### config.mk
export PLATFORM = sky130hd
export DESIGN_NAME = mem_cmd_gen
export DESIGN_NICKNAME = d
export VERILOG_FILES = /design/src/rtl/mem_cmd_gen.sv
export SDC_FILE = /design/constraint.sdc
export NUM_CORES = 1
export LEC_CHECK = 0
export CORE_ASPECT_RATIO = 1.4
export CORE_UTILIZATION = 50
export DETAILED_ROUTE_END_ITERATION = 6
export PLACE_DENSITY = 0.74
export SLEW_MARGIN = 20
export SYNTH_ARGS = -nofsm -noshare
export SYNTH_HDL_FRONTEND = slang
export SYNTH_SLANG_ARGS = --single-unit
### constraint.sdc
create_clock -name clk_i -period 6 [get_ports clk_i]
set_input_delay 0.6 -clock clk_i [delete_from_list [all_inputs] [get_ports clk_i]]
set_output_delay 0.6 -clock clk_i [all_outputs]
set_load 0.005 [all_outputs]
### src/rtl/mem_cmd_gen.sv
// Avalon-MM traffic command generator: issues single write/read commands with
// fixed, incrementing or LFSR addresses and fixed or LFSR write data.
//
// state | meaning
// IDLE  | waiting for a write or read request
// WRITE | write strobe asserted, held while waitrequest is high
// READ  | read strobe asserted, held while waitrequest is high
// GAP   | one-cycle spacer after acceptance, ready pulse is high here
module mem_cmd_gen #(
    parameter int ADDR_W = 24,
    parameter int DATA_W = 32
) (
    input  logic                clk_i,
    input  logic                rst_i,
    input  logic                load_i,
    input  logic [1:0]          addr_mode_i,
    input  logic                data_mode_i,
    input  logic [ADDR_W-1:0]   base_addr_i,
    input  logic [DATA_W-1:0]   pattern_i,
    input  logic                wr_en_i,
    input  logic                rd_en_i,
    output logic                cmd_block_ready_o,
    output logic [ADDR_W-1:0]   amm_address_o,
    output logic                amm_write_o,
    output logic                amm_read_o,
    output logic [DATA_W-1:0]   amm_writedata_o,
    output logic [DATA_W/8-1:0] amm_byteenable_o,
    input  logic                amm_waitrequest_i
);

    localparam logic [1:0] IDLE  = 2'd0;
    localparam logic [1:0] WRITE = 2'd1;
    localparam logic [1:0] READ  = 2'd2;
    localparam logic [1:0] GAP   = 2'd3;

    localparam logic [1:0] AM_INC  = 2'b01;
    localparam logic [1:0] AM_RAND = 2'b10;

    logic [1:0]        state;
    logic [1:0]        addr_mode_q;
    logic              data_mode_q;
    logic [ADDR_W-1:0] addr_cnt_q;
    logic [ADDR_W-1:0] addr_lfsr_q;
    logic [DATA_W-1:0] data_pat_q;
    logic [DATA_W-1:0] data_lfsr_q;

    logic              load_now;
    logic              accepted;
    logic [1:0]        addr_mode_eff;
    logic              data_mode_eff;
    logic [ADDR_W-1:0] addr_cnt_eff;
    logic [ADDR_W-1:0] addr_lfsr_eff;
    logic [DATA_W-1:0] data_pat_eff;
    logic [DATA_W-1:0] data_lfsr_eff;
    logic [ADDR_W-1:0] cur_addr;
    logic [DATA_W-1:0] cur_data;

    // x^24+x^23+x^22+x^17+1, shifting toward the MSB
    function automatic logic [ADDR_W-1:0] addr_lfsr_next(input logic [ADDR_W-1:0] v);
        return {v[ADDR_W-2:0], v[23] ^ v[22] ^ v[21] ^ v[16]};
    endfunction

    // x^32+x^22+x^2+x^1+1, shifting toward the MSB
    function automatic logic [DATA_W-1:0] data_lfsr_next(input logic [DATA_W-1:0] v);
        return {v[DATA_W-2:0], v[31] ^ v[21] ^ v[1] ^ v[0]};
    endfunction

    assign amm_byteenable_o = '1;

    // A load in IDLE is forwarded so a coincident request already uses the new seeds
    always_comb begin
        load_now      = load_i && (state == IDLE);
        addr_mode_eff = addr_mode_q;
        data_mode_eff = data_mode_q;
        addr_cnt_eff  = addr_cnt_q;
        addr_lfsr_eff = addr_lfsr_q;
        data_pat_eff  = data_pat_q;
        data_lfsr_eff = data_lfsr_q;
        if (load_now) begin
            addr_mode_eff = addr_mode_i;
            data_mode_eff = data_mode_i;
            addr_cnt_eff  = base_addr_i;
            addr_lfsr_eff = (base_addr_i == '0) ? ADDR_W'(1) : base_addr_i;
            data_pat_eff  = pattern_i;
            data_lfsr_eff = (pattern_i == '0) ? DATA_W'(1) : pattern_i;
        end
        cur_addr = (addr_mode_eff == AM_RAND) ? addr_lfsr_eff : addr_cnt_eff;
        cur_data = data_mode_eff ? data_lfsr_eff : data_pat_eff;
        accepted = (amm_write_o || amm_read_o) && !amm_waitrequest_i;
    end

    always_ff @(posedge clk_i or posedge rst_i) begin
        if (rst_i) begin
            state             <= IDLE;
            amm_write_o       <= 1'b0;
            amm_read_o        <= 1'b0;
            cmd_block_ready_o <= 1'b0;
            amm_address_o     <= '0;
            amm_writedata_o   <= '0;
            addr_mode_q       <= 2'b00;
            data_mode_q       <= 1'b0;
            addr_cnt_q        <= '0;
            addr_lfsr_q       <= ADDR_W'(1);
            data_pat_q        <= '0;
            data_lfsr_q       <= DATA_W'(1);
        end else begin
            cmd_block_ready_o <= 1'b0;
            if (load_now) begin
                addr_mode_q <= addr_mode_eff;
                data_mode_q <= data_mode_eff;
                addr_cnt_q  <= addr_cnt_eff;
                addr_lfsr_q <= addr_lfsr_eff;
                data_pat_q  <= data_pat_eff;
                data_lfsr_q <= data_lfsr_eff;
            end
            case (state)
                IDLE: begin
                    if (wr_en_i) begin
                        state           <= WRITE;
                        amm_write_o     <= 1'b1;
                        amm_address_o   <= cur_addr;
                        amm_writedata_o <= cur_data;
                    end else if (rd_en_i) begin
                        state         <= READ;
                        amm_read_o    <= 1'b1;
                        amm_address_o <= cur_addr;
                    end
                end
                WRITE, READ: begin
                    if (accepted) begin
                        state             <= GAP;
                        amm_write_o       <= 1'b0;
                        amm_read_o        <= 1'b0;
                        cmd_block_ready_o <= 1'b1;
                        if (addr_mode_q == AM_INC)
                            addr_cnt_q <= addr_cnt_q + ADDR_W'(1);
                        if (addr_mode_q == AM_RAND)
                            addr_lfsr_q <= addr_lfsr_next(addr_lfsr_q);
                        if ((state == WRITE) && data_mode_q)
                            data_lfsr_q <= data_lfsr_next(data_lfsr_q);
                    end
                end
                default: state <= IDLE;
            endcase
        end
    end

endmodule

# ---- Word-level counts from Yosys, hierarchy flattened
# Index checks and enable logic that the tools add are counted.
dict set report word_totals {
  wordCells 81
  reg_bits 176
}
dict set report classes {
  n_eq_ne 10
  bitwise_logic 6
  reduce_logical 16
  muxes 36
  addsub 1
}
# operator n
set ops {}
lappend ops {{$mux W24} 14}
lappend ops {{$mux W32} 8}
lappend ops {{$logic_not A32 Y1} 1}
lappend ops {{$add A24 B1 Y24 const B} 1}
lappend ops {{$logic_not A24 Y1} 1}
lappend ops {{$mux W2} 4}
lappend ops {{$ne A2 B2 Y1 const B} 4}
lappend ops {{$mux W1} 7}
lappend ops {{$eq A2 B2 Y1 const B} 3}
lappend ops {{$reduce_and A2 Y1} 3}
lappend ops {{$xor A1 B1 Y1} 6}
lappend ops {{$eq A2 B1 Y1 const B} 2}
lappend ops {{$pmux W1 S2} 2}
lappend ops {{$pmux W2 S2} 1}
lappend ops {{$reduce_and A4 Y1} 1}
lappend ops {{$reduce_bool A2 Y1} 2}
lappend ops {{$logic_and A1 B1 Y1} 3}
lappend ops {{$ne A3 B3 Y1 const B} 1}
lappend ops {{$reduce_and A3 Y1} 1}
lappend ops {{$logic_not A2 Y1} 1}
lappend ops {{$reduce_or A2 Y1} 1}
lappend ops {{$logic_not A1 Y1} 1}
lappend ops {{$logic_or A1 B1 Y1} 1}

# ---- Depth between registers and ports, before layout
# Gate-level depths: netlist of run 1.
dict set report depth {
  word_depth 7
  depth_mapped 9
  mapped_depth_nobuf 7
}

# ---- Worst setup path before layout of run 1
# OpenSTA, ideal clock, no wires.
dict set report synth_timing {
  path_type {reg2reg}
  start {register state[0]}
  end {register addr_cnt_q[12]}
  synth_period_minus_slack_ns 1.933
  path_stages_with_launch 9
  required_ns 5.933
  slack_ns 4.067
  arrival_time_ns 1.867
  path_cell_list {dfrtp_1 inv_1 ha_1 buf_2 inv_1 nor3_2 nand2_1 o21ai_0 o311a_1}
}
dict set report synth_between {
  elab_chain_cells 7
  word_cells_on_any_way 10
  classes_between {eq/ne: 2; mux: 5; reduce/logical: 3}
}
# item line_no
set synth_lines {}
lappend synth_lines {{start, declared} 39} ;# logic [1:0] state;
lappend synth_lines {{start signal, assigned} 94} ;# state <= IDLE;
lappend synth_lines {{start signal, assigned} 119} ;# state <= WRITE;
lappend synth_lines {{start signal, assigned} 124} ;# state <= READ;
lappend synth_lines {{$logic_not A2 Y1} 72} ;# load_now = load_i && (state == IDLE);
lappend synth_lines {{$logic_and A1 B1 Y1} 72}
lappend synth_lines {{$mux W24} 79} ;# if (load_now) begin
lappend synth_lines {{$mux W24} 108} ;# if (load_now) begin
lappend synth_lines {{$mux W24} 135} ;# if (addr_mode_q == AM_INC)
lappend synth_lines {{$mux W24} 130} ;# if (accepted) begin
lappend synth_lines {{$mux W24 (*)} 116} ;# case (state)
lappend synth_lines {{end signal, assigned} 111} ;# addr_cnt_q <= addr_cnt_eff;
lappend synth_lines {{end signal, assigned} 136} ;# addr_cnt_q <= addr_cnt_q + ADDR_W'(1);
lappend synth_lines {{end, declared} 42} ;# logic [ADDR_W-1:0] addr_cnt_q;
# Every way passes the cells marked *; elsewhere a longest branch is shown, timed or not.
# A chain may end at the register's enable or synchronous reset.

# ---- Worst setup path after layout of run 1
dict set report layout_timing {
  start {register state[0]}
  end {register addr_cnt_q[17]}
}
# Same word-level chain as after synthesis.

==> summary.md, run 1 <==
| Metric | Value |
|---|---|
| Fmax | `roughly 0.34 GHz` |
| Via/cell ratio | `just under 6` |
| Avg Cell Area, Syn | `9.284 µm²` |
| Peak supply drop | `0.0002223 V` |
| H-tree depth | `4` |
| Syn Std Cell Area | `8671 µm²` |
| Crit path buffers/inverters | `3` |
| Clock tree sinks | `approximately 180` |
| R2R Path Start | `state[0]` |
| Latest clock arrival within the worst-skew pair | `0.43 ns` |
| Crit end category | `register` |
| Die height | `157.8 µm` |
| Outcome | `finished, final reports clean` |
| Worst rel slew slack | `approximately a third` |
| Number of setup buffers added after CTS | `0` |
| DP HPWL | `15460 µm` |
| Slew of the pin with the lowest slew margin | `0.9838 ns` |
| Worst endpoint required time | `~6.3 ns` |
| Vias in the first global route | `between 6k and 7k` |
| Area growth syn-to-layout | `22.76%` |
| Post-synth top flop | `dfrtp_1` |
| Gpl congestion | `just under 0.9` |
| Initial Util | `between 50 and 60%` |
| Sequential fraction of the synthesis area | `roughly half` |
| Die width | `between 100 and 150 µm` |
| Tmin final | `a little under 3 ns` |
| Fraction of layout cells with a size suffix above 1 | `under 10%` |
| Crit Path Class | `reg2reg` |
| CTS tree | `done` |
| Most frequent CP cell | `buf_4` |
| PwrDens | `approximately 540 nW/µm²` |
| First-iteration detailed-routing DRC count | `473` |
| Resized cells post-CTS | `0` |
| Clock-pin slew on the worst setup and hold paths | `approximately 0.07 ns` |
| IO buf count | `between 100 and 150` |
| Critical hold path startpoint | `data_pat_q[31]` |
| Pre-Repair DR Iteration Count | `5` |
| RSZ-0062 raised after global routing | `no` |
| CP delay by family, top | `simple AND/OR/NAND/NOR gates` |
| Inserted Clock Buffers | `17` |
| Clk_skew | `approximately 0.0084 ns` |
| Number of inserted diodes | `0` |
| Final Max Slew Viols | `0` |
| Async SR Flop Fraction | `100.0%` |
| Tot GR Track Use | `26.26%` |
| Setup TNS | `0 ns` |
| MaxCap Viol Count | `0` |
| Final instance area | `10640 µm²` |
| Remaining Overflow, GRT | `0` |
| Standard-cell rows | `56` |
| Post-synthesis sequential element count | `between 150 and 200` |
| Number of synthesized flops with an enable pin | `0` |
| Worst path slowest cell | `and2_2` |
| Antenna Nets Post-Route | `0` |
| Arr. time, crit path | `~3.3 ns` |
| Vias | `between 7k and 8k` |
| Final Hold Fails | `0` |
| Peak fanout along the critical path | `53` |
| Setup-failing EPs final | `0` |
| Initial antenna violation count | `0` |
| Dpl cell area | `roughly 10000 µm²` |
| Library cells used by synthesis | `a little over 60` |
| I/O pin count | `~130` |
| Most frequent cells in the layout | `dfrtp_1, nand2_1, clkdlybuf4s50_1, a21oi_1, nor2_1` |
| WL final | `between 20000 and 25000 µm` |
| Leak Pwr | `approximately 4.8 nW` |
| Routed len/inst | `approximately 18 µm` |
| CP startpoint | `state[0]` |
| R2r setup slk | `3.02 ns` |
| Fin crit share | `about 50%` |
| Hold_buf cts | `0` |
| Most common cell after layout, fill and taps aside | `dfrtp_1` |
| Drt drc | `0` |
| Syn Inst Count | `approximately 930` |
| Fin nets | `~1.1k` |
| Worst-path cell chain | `inv_1, ha_1, buf_4, and2_2, o31ai_2, buf_4, nand2_1, a31oi_1, a211o_1` |
| Pin count of the biggest net entering global routing | `73` |
| Root buffer cell | `clkbuf_16` |
| Max incr delay on CP | `0.86 ns` |
| Global-route wire length before repair | `about 36000 µm` |
| Yosys warnings | `0` |
| Die Area | `roughly 18000 µm²` |
| Hold Path Class | `reg2reg` |
| CP Launch Type | `register` |
| Core Box Area | `around 17000 µm²` |
| Longest Clk Path Bufs | `2` |
[registers in the layout, summed over array words and instances, names as in the netlist]
signal             cells
data_pat_q            32
addr_cnt_q            24
amm_address_o         24
data_mode_q            1
amm_writedata_o       32
amm_read_o             1
amm_write_o            1
addr_lfsr_q           24
cmd_block_ready_o      1
addr_mode_q            2
data_lfsr_q           32
state                  2
[cells by family (layout without fill, tap and decap cells)]
kind of cell    after synthesis  after routing  share of synthesized area, %
mux                          49             49                         6.118
fa+ha+maj                     4              4                        0.5772
other cells                   1              4                       0.04325
simple gates                316            316                         17.07
buf+inv                      80            177                         3.939
xor+xnor                      5              5                        0.5051
compound gates              303            303                         20.92
flops                       176            176                         50.82
[worst paths after layout]
check                                           end  depth (start not counted)
worst min-delay path                 data_pat_q[31]                          1
worst min register to register       data_pat_q[31]                          1
worst max register to register       addr_cnt_q[17]                          9
worst max-delay path                 addr_cnt_q[17]                          9
min in group asynchronous       amm_writedata_o[28]                          2
max in group asynchronous           addr_lfsr_q[13]                          3
[cell usage after synthesis, types with 4 or more instances]
| cell | count | area (µm²) |
|---|---|---|
| nand4_1 | 7 | 43.79 |
| and3_1 | 36 | 225.2 |
| a21oi_1 | 114 | 570.6 |
| buf_2 | 4 | 20.02 |
| a31oi_1 | 24 | 150.1 |
| nor2_1 | 77 | 289.0 |
| mux2i_1 | 17 | 170.2 |
| nand3_1 | 13 | 65.06 |
| buf_4 | 5 | 37.54 |
| ha_1 | 4 | 50.05 |
| o21ai_0 | 70 | 350.3 |
| a21o_1 | 32 | 240.2 |
| nand3b_1 | 4 | 30.03 |
| nor3_1 | 8 | 40.04 |
| inv_1 | 11 | 41.29 |
| nand2_1 | 137 | 514.2 |
| mux2_2 | 32 | 360.4 |
| buf_1 | 6 | 22.52 |
| o22ai_1 | 5 | 31.28 |
| a311oi_1 | 5 | 43.79 |
| nor4_1 | 14 | 87.58 |
| a211oi_1 | 9 | 67.56 |
| dfrtp_1 | 174 | 4354 |
| clkbuf_1 | 52 | 195.2 |
| o21a_1 | 21 | 157.7 |
[layout make-up]
type	count	area [µm²]
clock inverters	13	155.1
repair buffers	135	1341
inverters	11	46.29
multi-input cells	681	3975
fillers	1410	6242
clock buffers	18	429.2
flip-flops and latches	176	4407
well taps	232	290.3
[metal layers]
layer | up-vias | share of wire (%) | GRT usage, %
met3 | 52 | 5.0 | 4.479
met1 | 3580 | 40 | 32.12
met4 | 0 | 4.3 | 12.59
met2 | 269 | 50 | 45.08
li1 | 3487 | - | -
met5 | - | 0 | 0
[metrics by stage]
stage / total power [mW] / setup slack [ns] / hold slack (ns) / util, % / cells
2_1_floorplan: 3.726 / 0.6298 / 0.4454 / - / 937
3_3_place_gp: 4.534 / 2.810 / 0.4542 / 59.34 / 1234
3_5_place_dp: 4.617 / 2.869 / 0.4617 / 59.38 / 1234
4_1_cts: 5.752 / 3.071 / 0.4770 / 62.84 / 1265
5_1_grt: 6.144 / 2.840 / 0.4896 / 63.03 / 1266
6_report: 5.745 / 3.024 / 0.4711 / 63.03 / 1266
[where the power goes]
group	internal (mW)	leakage, nW	switching, mW
Sequential	1.76	2.16	0.450
Combinational	1.19	2.36	1.22
Clock	0.623	0.286	0.498
Total	3.58	4.80	2.17
Power figures use the tool's default switching activity.
==> run 2, diff against run 1 <==
Settings changed: CORE_UTILIZATION 50 to 49, PLACE_DENSITY 0.74 to 0.76.
Clock period 6 ns to 2.63 ns, I/O delays scaled along.
==> run 2 against run 1 <==
Net effect:
- utilization fell by 0.42 points
- wire length fell by 4.5%
- die area rose by 2.0%
- critical path depth fell by 2
- via count fell by 0.46%
- worst setup slack got worse by 2.6 ns
- sequential share of layout area fell by 0.79 points
- clock skew rose by 0.0028 ns
- sequential cell count did not move
- clock power rose by 140%
- non-clock buffer count rose by 18
- critical path type unchanged
- largest cell class unchanged
==> summary.md, run 2 (synthesis gave the netlist of run 1 again) <==
| Metric | Value |
|---|---|
| Fin nets | `1109 (was 1091)` |
| Tmin final | `2.219 ns (was 2.976 ns)` |
| Non-Filler Instances | `1289 (was 1266)` |
| Die Area | `18240 µm² (was 17880 µm²)` |
| RSZ-0062 raised after global routing | `no (unchanged)` |
| Latest clock arrival within the worst-skew pair | `0.44 ns (was 0.43 ns)` |
| Worst-path cell chain | `inv_1, ha_1, inv_1, nor3_2, nand2_1, o21ai_0, o311a_1 (was inv_1, ha_1, buf_4, and2_2, o31ai_2, buf_4, nand2_1, a31oi_1, a211o_1)` |
| Standard-cell rows | `57 (was 56)` |
| Worst path slowest cell | `ha_1 (was and2_2)` |
| Die width | `114.4 µm (was 113.3 µm)` |
| Longest Clk Path Bufs | `2 (unchanged)` |
| Root buffer cell | `clkbuf_16 (unchanged)` |
| Setup TNS | `0 ns (unchanged)` |
| Met2 WL post-DR | `11390 µm (was 11440 µm)` |
| Final Hold Fails | `0 (unchanged)` |
| Most common cell after layout, fill and taps aside | `dfrtp_1 (unchanged)` |
| Inserted Clock Buffers | `17 (unchanged)` |
| Crit path buffers/inverters | `2 (was 3)` |
| Clk_skew | `0.01122 ns (was 0.008450 ns)` |
| Place WS | `0.3869 ns (was 2.869 ns)` |
| Met1 WL | `8745 µm (was 9195 µm)` |
| CP delay by family, top | `simple AND/OR/NAND/NOR gates (unchanged)` |
| Leak Pwr | `4.903 nW (was 4.804 nW)` |
| Resized cells post-CTS | `0 (unchanged)` |
| Global-route wire length before repair | `36090 µm (was 36160 µm)` |
| Area growth syn-to-layout | `25.14% (was 22.76%)` |
| Fmax | `0.4506 GHz (was 0.3361 GHz)` |
| IO buf count | `123 (unchanged)` |
| Die height | `159.4 µm (was 157.8 µm)` |
| Total Power | `13.28 mW (was 5.745 mW)` |
| Core Box Area | `17330 µm² (was 16890 µm²)` |
| CTS tree | `done (unchanged)` |
| Most frequent CP cell | `inv_1 (was buf_4)` |
| Worst endpoint required time | `3.01 ns (was 6.32 ns)` |
| Post-Route Utilization | `62.61% (was 63.03%)` |
| Tot GR Track Use | `25.27% (was 26.26%)` |
| Wire length on met3 | `1102 µm (was 1133 µm)` |
| Initial antenna violation count | `0 (unchanged)` |
| Final Max Slew Viols | `0 (unchanged)` |
| Arr. time, crit path | `2.60 ns (was 3.29 ns)` |
| DP Cell Count | `1257 (was 1234)` |
| MaxCap Viol Count | `0 (unchanged)` |
| Top layer in use | `met4 (unchanged)` |
| Crit end category | `register (unchanged)` |
| Pre-Repair DR Iteration Count | `5 (unchanged)` |
| H-tree depth | `4 (unchanged)` |
| Clock-pin slew on the worst setup and hold paths | `0.07 ns (about the same)` |
| Drt drc | `0 (unchanged)` |
| Peak fanout along the critical path | `11 (was 53)` |
| Setup-failing EPs final | `0 (unchanged)` |
| CP Launch Type | `register (unchanged)` |
| Peak supply drop | `0.0005822 V (was 0.0002223 V)` |
| Via/cell ratio | `5.705 (was 5.836)` |
| I/O pin count | `128 (unchanged)` |
| Vias | `7354 (was 7388)` |
| Pin count of the biggest net entering global routing | `87 (was 73)` |
| Number of setup buffers added after CTS | `0 (unchanged)` |
| Number of inserted diodes | `0 (unchanged)` |
| Fin crit share | `84.38% (was 49.59%)` |
| Biggest regs | `amm_writedata_o (32), data_lfsr_q (32), data_pat_q (32) (unchanged)` |
| Initial Util | `50.03% (was 51.35%)` |
| Fillers | `1489 (was 1410)` |
| Remaining Overflow, GRT | `0 (unchanged)` |
| Vias in the first global route | `7283 (was 6979)` |
| FF-to-FF path depth | `7 (was 9)` |
| Clock tree sinks | `176 (unchanged)` |
| Crit Path Class | `reg2reg (unchanged)` |
| Worst Slack Setup Final | `0.4107 ns (was 3.024 ns)` |
| DP HPWL | `15200 µm (was 15460 µm)` |
| First-iteration detailed-routing DRC count | `403 (was 473)` |
| Max incr delay on CP | `0.50 ns (was 0.86 ns)` |
| Outcome | `finished, final reports clean (unchanged)` |
| WL final | `21740 µm (was 22760 µm)` |
| PwrDens | `1223 nW/µm² (was 539.8 nW/µm²)` |
| Most frequent cells in the layout | `dfrtp_1, nand2_1, clkdlybuf4s50_1, a21oi_1, nor2_1 (unchanged)` |
| Routed len/inst | `16.87 µm (was 17.97 µm)` |
| Gpl congestion | `0.8848 (was 0.8954)` |
| Antenna Nets Post-Route | `0 (unchanged)` |
| Fraction of layout cells with a size suffix above 1 | `11.11% (was 9.478%)` |
| Critical path depth in cells | `7 (was 9)` |
| Hold_buf cts | `0 (unchanged)` |
| Slew of the pin with the lowest slew margin | `0.6257 ns (was 0.9838 ns)` |
| Worst rel slew slack | `58.29% (was 34.41%)` |
| Hold Path Class | `in2async (was reg2reg)` |
[run 2: changes by cell type in the layout (fill, tap and decap cells not counted)]
| cell | change |
|---|---|
| buf_16 | -1 |
| buf_12 | +5 |
| a31oi_1 | +1 |
| clkinvlp_4 | +3 |
| inv_6 | +2 |
| bufinv_16 | +1 |
| nand2_2 | +1 |
| clkinv_4 | -3 |
| clkinv_2 | -1 |
| buf_4 | +14 |
| a31oi_2 | -1 |
| clkbuf_1 | -1 |
| nand2_4 | -1 |
[run 2: final timing paths]
check	from	to	slack (ns)
setup reg to reg	state[0]	addr_cnt_q[12]	0.41
hold reg to reg	data_pat_q[26]	data_pat_q[26]	0.47
min in group clk_i	addr_mode_i[0]	addr_mode_q[0]	0.40
max in group asynchronous	rst_i	data_pat_q[31]	1.75
setup / recovery	state[0]	addr_cnt_q[12]	0.41
hold / removal	rst_i	amm_address_o[20]	0.13
[run 2: area by class of cell]
| type | instances | area [µm²] | area share, % |
|---|---|---|---|
| Sequential cell | 176 | 4407 | 40.61 |
| Multi-Input combinational cell | 681 | 3964 | 36.53 |
| Timing Repair Buffer | 153 | 1519 | 14.00 |
| Clock buffer | 17 | 425.4 | 3.921 |
| Tap cell | 236 | 295.3 | 2.721 |
| Clock inverter | 15 | 195.2 | 1.799 |
| Inverter | 11 | 45.04 | 0.4151 |
[run 2: metrics by stage]
stage	hold WS, ns	cell area (µm²)
after floorplan	0.3684	8686
after global placement	0.4538	10230
after detailed placement	0.4617	10230
after CTS	0.1194	10850
after global routing	0.1389	10850
final	0.1263	10850
[run 2: power by group]
part           internal [mW]  switching [mW]
clock                   1.53            1.15
combinational           2.83            2.73
sequential              4.01            1.01
[run 2: layer usage]
| layer | up-vias | global-route usage, % |
|---|---|---|
| met5 | - | 0 |
| li1 | 3540 | - |
| met1 | 3541 | 30.65 |
| met2 | 236 | 43.97 |
| met3 | 37 | 4.872 |
| met4 | 0 | 9.681 |
==> run 3, diff against run 2 <==
Settings changed: CORE_UTILIZATION 49 to 50, PLACE_DENSITY 0.76 to 0.74.
Clock period 2.63 ns to 2.2 ns, I/O delays scaled along.
==> run 3 against run 2 <==
Net effect:
- critical path depth grew 1
- critical path type unchanged
- sequential cell count unchanged
- worst setup slack worse by 0.22 ns
- die area down 2.0%
- clock-buffer cell count is 1 higher
- critical endpoint is now amm_address_o[8]
==> summary.md, run 3 (synthesis gave the netlist of run 1 again) <==
| Metric | Value |
|---|---|
| Outcome | `finished, final reports clean (unchanged)` |
| Inserted Clock Buffers | `17 (unchanged)` |
| Global-route wire length before repair | `37300 µm (was 36090 µm)` |
| Peak supply drop | `0.0006937 V (was 0.0005822 V)` |
| FF+latch area | `4407 µm² (unchanged)` |
| Worst r2r dst | `amm_address_o[8] (was addr_cnt_q[12])` |
| Drt drc | `0 (unchanged)` |
| Vias | `7418 (was 7354)` |
| Clock tree sinks | `176 (unchanged)` |
| R2r setup slk | `0.20 ns (was 0.41 ns)` |
| Crit path buffers/inverters | `3 (was 2)` |
| Initial Util | `51.35% (was 50.03%)` |
| Fmax | `0.4988 GHz (was 0.4506 GHz)` |
| Met1 Usage GRT | `32.40% (was 30.65%)` |
| CTS tree | `done (unchanged)` |
| H-tree depth | `4 (unchanged)` |
| Remaining Overflow, GRT | `0 (unchanged)` |
| Area growth syn-to-layout | `26.10% (was 25.14%)` |
| Biggest regs | `amm_writedata_o (32), data_lfsr_q (32), data_pat_q (32) (unchanged)` |
| IO buf count | `123 (unchanged)` |
| Die width | `113.3 µm (was 114.4 µm)` |
| Crit Path Class | `reg2reg (unchanged)` |
| Max incr delay on CP | `0.42 ns (was 0.50 ns)` |
| Critical path depth in cells | `8 (was 7)` |
| Worst-path cell chain | `inv_1, ha_1, and2_2, buf_12, buf_4, nand2_1, o21a_1, o21ai_0 (was inv_1, ha_1, inv_1, nor3_2, nand2_1, o21ai_0, o311a_1)` |
| Worst Setup EP | `amm_address_o[8] (was addr_cnt_q[12])` |
| Die height | `157.8 µm (was 159.4 µm)` |
| Via/cell ratio | `5.733 (was 5.705)` |
| DP HPWL | `16500 µm (was 15200 µm)` |
| Setup-failing EPs final | `0 (unchanged)` |
| Gpl congestion | `0.9413 (was 0.8848)` |
| Fin nets | `1119 (was 1109)` |
| FF-to-FF path depth | `8 (was 7)` |
| Crit end category | `register (unchanged)` |
| Hold Path Class | `in2async (unchanged)` |
| Pin count of the biggest net entering global routing | `77 (was 87)` |
| CP delay by family, top | `buffers and inverters (was simple AND/OR/NAND/NOR gates)` |
| Core Box Area | `16890 µm² (was 17330 µm²)` |
| Latest clock arrival within the worst-skew pair | `0.44 ns (about the same)` |
| Area occupied by multi-input gates | `3964 µm² (unchanged)` |
| Die Area | `17880 µm² (was 18240 µm²)` |
| Hold Slack | `0.06327 ns (was 0.1263 ns)` |
| Clock-pin slew on the worst setup and hold paths | `0.07 ns (about the same)` |
| Leak Pwr | `4.964 nW (was 4.903 nW)` |
| Clk_skew | `0.008438 ns (was 0.01122 ns)` |
| Antenna Nets Post-Route | `0 (unchanged)` |
| First-iteration detailed-routing DRC count | `439 (was 403)` |
| Number of inserted diodes | `0 (unchanged)` |
| Worst endpoint required time | `2.56 ns (was 3.01 ns)` |
| Setup TNS | `0 ns (unchanged)` |
| Busiest metal layer after global routing | `met2 (unchanged)` |
| Standard-cell rows | `56 (was 57)` |
| WL final | `23200 µm (was 21740 µm)` |
| Routed len/inst | `17.93 µm (was 16.87 µm)` |
| Vias in the first global route | `7286 (was 7283)` |
| Met3 GRT Util | `5.207% (was 4.872%)` |
| Fillers | `1398 (was 1489)` |
| I/O pin count | `128 (unchanged)` |
| Arr. time, crit path | `2.36 ns (was 2.60 ns)` |
| Final instance area | `10930 µm² (was 10850 µm²)` |
| R2R Path Start | `state[0] (unchanged)` |
| CP startpoint | `state[0] (unchanged)` |
| Longest Clk Path Bufs | `2 (unchanged)` |
| Grt met2 use | `46.51% (was 43.97%)` |
| CP Launch Type | `register (unchanged)` |
| Initial antenna violation count | `0 (unchanged)` |
| RSZ-0062 raised after global routing | `no (unchanged)` |
| Fraction of layout cells with a size suffix above 1 | `11.77% (was 11.11%)` |
| Most common cell after layout, fill and taps aside | `dfrtp_1 (unchanged)` |
| Most frequent cells in the layout | `dfrtp_1, nand2_1, clkdlybuf4s50_1, a21oi_1, nor2_1 (unchanged)` |
| Dpl cell area | `10320 µm² (was 10230 µm²)` |
| Final Hold Fails | `0 (unchanged)` |
| Pre-Repair DR Iteration Count | `5 (unchanged)` |
| Tot GR Track Use | `27.41% (was 25.27%)` |
| Root buffer cell | `clkbuf_16 (unchanged)` |
| Worst path slowest cell | `dfrtp_1 (was ha_1)` |
| Number of setup buffers added after CTS | `0 (unchanged)` |
| Peak fanout along the critical path | `40 (was 11)` |
| PwrDens | `1464 nW/µm² (was 1223 nW/µm²)` |
| Fin crit share | `91.13% (was 84.38%)` |
| Final Max Slew Viols | `0 (unchanged)` |
| MaxCap Viol Count | `0 (unchanged)` |
| Tmin final | `2.005 ns (was 2.219 ns)` |
## run 3: metrics by stage
step / worst slack [ns] / power, mW / utilization, % / cells
3_5_place_dp: 0.05478 / 12.88 / 61.14 / 1263
2_1_floorplan: -0.2710 / 10.16 / - / 937
4_1_cts: 0.1709 / 16.10 / 64.73 / 1294
5_1_grt: 0.005943 / 17.15 / 64.75 / 1294
6_report: 0.1952 / 16.01 / 64.75 / 1294
3_3_place_gp: 0.07761 / 12.71 / 61.14 / 1263
## run 3: cell type report
cell class | count | share of cell area (%)
Clock inverter | 13 | 1.613
Sequential cell | 176 | 40.30
Inverter | 11 | 0.4119
Tap cell | 232 | 2.655
Timing Repair Buffer | 163 | 14.84
Multi-Input combinational cell | 681 | 36.25
Clock buffer | 18 | 3.925
## run 3: worst min path at each step
stage | startpoint | depth (start not counted) | slack (ns) | end
6_report | rst_i | 2 | 0.06 | cmd_block_ready_o
5_1_grt | rst_i | 2 | 0.09 | amm_write_o
4_1_cts | rst_i | 2 | 0.05 | amm_write_o
3_5_place_dp | data_pat_q[21] | 1 | 0.46 | data_pat_q[21]
3_3_place_gp | data_pat_q[19] | 1 | 0.45 | data_pat_q[19]
2_1_floorplan | addr_mode_i[0] | 2 | 0.33 | addr_mode_q[0]
## run 3: timing repair
action,in CTS,in global routing
gates resized for setup,0,1
endpoints found under the hold margin,0,0
setup endpoints to repair,0,4
hold buffers,0,0
## run 3: worst register-to-register path: stages (launching register included)
cell     delay (ns)
dfrtp_1        0.42
inv_1          0.07
ha_1           0.32
and2_2         0.35
buf_12         0.24
buf_4          0.19
nand2_1        0.08
o21a_1         0.13
o21ai_0        0.14
## run 3: power breakdown
group / total, mW / switching [mW] / internal, mW
clock: 3.18 / 1.36 / 1.81
sequential: 5.99 / 1.19 / 4.80
combinational: 6.85 / 3.41 / 3.44
total: 16.0 / 5.96 / 10.1
## run 3: layer usage
metal | part of all wire [%] | up-vias
met1 | 40 | 3552
met5 | 0 | -
met2 | 50 | 232
li1 | - | 3560
met3 | 4.6 | 74
met4 | 5.2 | 0
